$ cat config.mk
export PLATFORM = sky130hd
export DESIGN_NAME = kf8288_bus_arbiter
export DESIGN_NICKNAME = d
export VERILOG_FILES = /design/src/rtl/kf8288_bus_arbiter.sv
export SDC_FILE = /design/constraint.sdc
export NUM_CORES = 1
export LEC_CHECK = 0
export ABC_CLOCK_PERIOD_IN_PS = 2900
export BUFFER_PORTS_ARGS = -buffer_cell sky130_fd_sc_hd__buf_2
export CORE_AREA = 2 2 47 49
export CTS_BUF_LIST = sky130_fd_sc_hd__clkbuf_8
export DETAILED_ROUTE_END_ITERATION = 8
export DIE_AREA = 0 0 49 51
export SLEW_MARGIN = 15
export SYNTH_ARGS = -nofsm -noshare
export SYNTH_HDL_FRONTEND = slang
export SYNTH_SLANG_ARGS = --single-unit
$ cat constraint.sdc
create_clock -name clock -period 2.9 [get_ports clock]
set_input_delay 0.29 -clock clock [delete_from_list [all_inputs] [get_ports clock]]
set_output_delay 0.29 -clock clock [all_outputs]
set_load 0.05 [all_outputs]
$ cat src/rtl/kf8288_bus_arbiter.sv
`timescale 1ns/1ps
`default_nettype none
// ============================================================================
// Module      : kf8288_bus_arbiter
// Description : Hands system-bus ownership between the CPU (through the
//               8288 bus controller) and the DMA hold request. Every handover
//               step is taken on a cpu_clock rising edge seen in the fast
//               clock domain.
// Revision    : 1.0 - initial release
// ============================================================================
module kf8288_bus_arbiter #(
  parameter int HANDOVER_CYCLES = 2,   // ticks spent in RELEASE (1..15)
  parameter int RETURN_CYCLES   = 1,   // ticks spent in RECLAIM (1..15)
  parameter int DMA_TIMEOUT     = 0    // DMA ownership limit in ticks, 0 = off
) (
  input  logic       clock,
  input  logic       reset_n,
  input  logic       cpu_clock,
  input  logic [2:0] processor_status,
  input  logic       lock_n,
  input  logic       dma_hold_request,
  output logic       dma_hold_acknowledge,
  output logic       address_enable_n,
  output logic       command_enable,
  output logic       cpu_ready,
  output logic       dma_timeout,
  output logic [1:0] bus_state
);

  typedef enum logic [1:0] {
    ST_CPU_OWN = 2'd0,
    ST_RELEASE = 2'd1,
    ST_DMA_OWN = 2'd2,
    ST_RECLAIM = 2'd3
  } state_t;

  localparam logic [3:0]  c_HANDOVER_LOAD = 4'(HANDOVER_CYCLES - 1);
  localparam logic [3:0]  c_RETURN_LOAD   = 4'(RETURN_CYCLES - 1);
  localparam logic [15:0] c_TIMEOUT       = 16'(DMA_TIMEOUT);
  localparam logic        c_TIMEOUT_EN    = (DMA_TIMEOUT != 0);

  state_t      state_q, state_d;
  logic [3:0]  cnt_q, cnt_d;
  logic [15:0] tcnt_q, tcnt_d;
  logic        prev_cpu_clock_q;
  logic        passive_q;

  logic        w_tick;
  logic        w_passive_now;
  logic        w_bus_idle;

  assign w_tick        = ~prev_cpu_clock_q & cpu_clock;
  assign w_passive_now = (processor_status == 3'b111);
  // Passive status must be seen on two consecutive ticks before the bus is idle.
  assign w_bus_idle    = w_passive_now & passive_q;

  // Edge history every clock; FSM, counters and passive history only on a tick.
  always_ff @(posedge clock or negedge reset_n) begin
    if (!reset_n) begin
      prev_cpu_clock_q <= 1'b0;
      passive_q        <= 1'b0;
      state_q          <= ST_CPU_OWN;
      cnt_q            <= 4'd0;
      tcnt_q           <= 16'd0;
    end else begin
      prev_cpu_clock_q <= cpu_clock;
      if (w_tick) begin
        passive_q <= w_passive_now;
        state_q   <= state_d;
        cnt_q     <= cnt_d;
        tcnt_q    <= tcnt_d;
      end
    end
  end

  // Next-state, counter updates and Moore output decode.
  always_comb begin
    state_d              = state_q;
    cnt_d                = cnt_q;
    tcnt_d               = tcnt_q;
    address_enable_n     = 1'b0;
    command_enable       = 1'b1;
    dma_hold_acknowledge = 1'b0;
    cpu_ready            = 1'b1;

    case (state_q)
      ST_CPU_OWN: begin
        if (dma_hold_request && lock_n && w_bus_idle) begin
          state_d = ST_RELEASE;
          cnt_d   = c_HANDOVER_LOAD;
        end
      end

      ST_RELEASE: begin
        command_enable = 1'b0;
        cpu_ready      = 1'b0;
        // A dropped request, a new CPU cycle or a lock aborts the handover,
        // and takes priority over the counter running out.
        if (!dma_hold_request || !w_passive_now || !lock_n) begin
          state_d = ST_CPU_OWN;
        end else if (cnt_q == 4'd0) begin
          state_d = ST_DMA_OWN;
          tcnt_d  = 16'd0;
        end else begin
          cnt_d = cnt_q - 4'd1;
        end
      end

      ST_DMA_OWN: begin
        address_enable_n     = 1'b1;
        command_enable       = 1'b0;
        dma_hold_acknowledge = 1'b1;
        cpu_ready            = 1'b0;
        if (!dma_hold_request) begin
          state_d = ST_RECLAIM;
          cnt_d   = c_RETURN_LOAD;
          tcnt_d  = 16'd0;
        end else if (tcnt_q != 16'hFFFF) begin
          tcnt_d = tcnt_q + 16'd1;
        end
      end

      ST_RECLAIM: begin
        address_enable_n = 1'b1;
        command_enable   = 1'b0;
        cpu_ready        = 1'b0;
        // A fresh request here is ignored; it is re-arbitrated from CPU_OWN.
        if (cnt_q == 4'd0) begin
          state_d = ST_CPU_OWN;
        end else begin
          cnt_d = cnt_q - 4'd1;
        end
      end

      default: begin
        state_d = ST_CPU_OWN;
      end
    endcase
  end

  assign dma_timeout = (state_q == ST_DMA_OWN) & c_TIMEOUT_EN & (tcnt_q >= c_TIMEOUT);
  assign bus_state   = state_q;

endmodule
`default_nettype wire

==> impl_metrics.toml <==
[critical_path]
critPathRequiredTime_ns = 3.01
worst_setup_ep_type = "flop"
worst_setup_path_start_kind = "flop"
critPathArrivalTime_ns = 1.82
cp_slowest_cell = "dfrtp_1"
setup.worst_path.class = "flop to flop"
worstPathCellList = "inv_1, ha_1, nor3b_2, a211oi_2, and4_1, nor3_1"
critical-path-max-stage-delay_ns = 0.47
crit_buf_inv = 1
cp_top_family = "simple AND/OR/NAND/NOR gates"
critical_path.max_fanout = 6

[drt]
drt_iter0_markers = 10
drtPass1Iterations = 4
routed_wire_length_per_instance_um = 11.73
detailroute.via_count = 502
route.detailed.drc = 0
ant_nets = 0
routed_via_density = 4.736
drt_wl_total_um = 1243

[sta]
final_hold_viols = 0
grt_setup_unrepaired = "false"
fmax_mhz = 583.4
maxSlewHeadroom = 0.6648
timing.final.crit_period_ns = 1.714
setup-tns-final_ns = 0
drv_slew = 0
fin_skew_ns = 0.002618
tightestPinTransition_ns = 0.5028
setup_violations = 0
finalCritPeriodShare = 0.5910

[clock_network]
cts-root-to-sink-buffers = 2
clkLatencyLatePin_ns = 0.23
cts_root_buffer = "clkbuf_8"
tritoncts_clock_tree = "built"
cts_max_level = 1
post_cts_sizing = 0
path_clk_slew_ns = 0.04
clock_sink_count = 8
numCtsBuffers = 3

[floorplan]
die-height_um = 51
core_area_um2 = 2063
die_outline_area_um2 = 2499
placementRows = 17
ios = 15
initial_core_util = 0.2765
die_w_um = 49

[flow_run]
cap_violations = 0

[finish]
final_layout_size_suffix_gt1_frac = 0.2692
final_design_area_no_fill_um2 = 694.4
fillers = 224
num_antenna_cells = 0
final_nets = 89
area.growth.synth_to_final_pct = 21.71

[global_routing]
gr-usage-all-layers = 0.1192
global_route.usage.met1 = 0.1570
grt_util_met2 = 0.1758
use_met3 = 0.02924
first_global_vias = 468
largest_net_degree_at_the_start_of_global_routing = 17
antenna_found_initial = 0
grt_pass1_wl_um = 2208
grt-busiest-layer = "met2"
grt_overflow = 0

[place]
gpl.final_weighted_congestion = 0.7683
dpl_cell_area_um2 = 643.1
port_buffers = 13
post-dp-hpwl_um = 923.9

[outcome]
outcome = "finished clean"

[logic_synthesis]
netlist_area_um2 = 570.5
synth_area_per_cell_um2 = 8.645
post_synth_inst_count = 66
ys_top_cells_by_count = "dfrtp_1, o21ai_0, nand2_1, nand3_1, inv_1"
mappedNetlistNets = 75
ys_async_sr_fraction = 1.000
synthTopCellsByArea = "dfrtp_1, o21ai_0, nand3_1, a2111oi_4, nand2_1"
ys_ff_latch = 8
synthDominantAreaCellType = "dfrtp_1"
edff_count_synth = 0
yosysWarningCount = 0
yosys_most_used_dff = "dfrtp_1"
synth_seq_area_share = 0.3509
synth.distinct_cells = 31
area_share_of_the_largest_cell_type_after_synthesis = 0.3509

[power]
max-vdd-ir-drop_mv = 0.2196
leakage_power_figure_nw = 0.2831
p_per_area_nw_per_um2 = 419.6

[worst_hold_path]
hold_path_class = "input port to flop"
[metrics by stage]
step	hold slack, ns	worst slack (ns)	std cells	power, mW	util
2_1_floorplan	-0.005591	0.6918	66	0.1453	-
3_3_place_gp	0.1491	1.254	102	0.1564	0.3117
4_1_cts	0.1918	1.199	106	0.2962	0.3366
5_1_grt	0.1852	1.073	106	0.3083	0.3366
6_report	0.1918	1.186	106	0.2913	0.3366
3_5_place_dp	0.1497	1.213	102	0.1572	0.3117
[report_power, final]
part / internal (mW) / switching, mW / leakage (nW)
clock network: 0.0900 / 0.0447 / 0.0216
logic: 0.0123 / 0.0191 / 0.166
registers: 0.118 / 0.00746 / 0.0957
[timing repair]
item,4_1_cts,5_1_grt
setup buffers,0,0
endpoints found under the hold margin,8,0
hold buffers,1,0
[layer usage]
metal / up-vias / wire length, µm / share of wire
met5: - / 0 / 0
met4: 0 / 29 / 0.023
met3: 5 / 46 / 0.037
met2: 8 / 551 / 0.44
met1: 228 / 615 / 0.49
li1: 261 / - / -
[cells in the final DEF (no fill, tap or decap), types with 2 or more instances in the layout]
cell      synthesis  final
a21o_1            2      2
buf_2             1     13
clkbuf_8          0      3
dfrtp_1           8      8
inv_1             4      4
nand2_1           7      7
nand3_1           6      6
nor2_1            3      3
nor2b_1           2      2
nor3b_1           2      2
o21ai_0           8      8
[cells by family after synthesis]
| group | count (synthesis) | synth area share |
|---|---|---|
| buf+inv | 9 | 0.07454 |
| other cells | 1 | 0.006573 |
| fa+ha+maj | 1 | 0.02193 |
| flops | 8 | 0.3509 |
| compound gates | 19 | 0.2676 |
| simple gates | 28 | 0.2785 |
[worst paths after layout]
| check | from | endpoint | slack, ns | depth (start not counted) |
|---|---|---|---|---|
| worst max-delay path | cnt_q[0] | cnt_q[0] | 1.19 | 6 |
| worst min-delay path | cpu_clock | prev_cpu_clock_q | 0.19 | 1 |
| worst max register to register | cnt_q[0] | cnt_q[0] | 1.19 | 6 |
| worst min register to register | passive_q | passive_q | 0.48 | 2 |
| max in group asynchronous | reset_n | cnt_q[2] | 2.28 | 2 |
| min in group asynchronous | reset_n | passive_q | 0.44 | 2 |
[cell type report]
type	count	area [µm²]	area share
inverters	4	15.01	0.02162
flip-flops and latches	8	200.2	0.2883
multi-input cells	49	327.8	0.4721
repair buffers	14	75.07	0.1081
well taps	28	35.03	0.05045
clock buffers	3	41.29	0.05946
No activity file was read; power rests on OpenSTA's default activity.
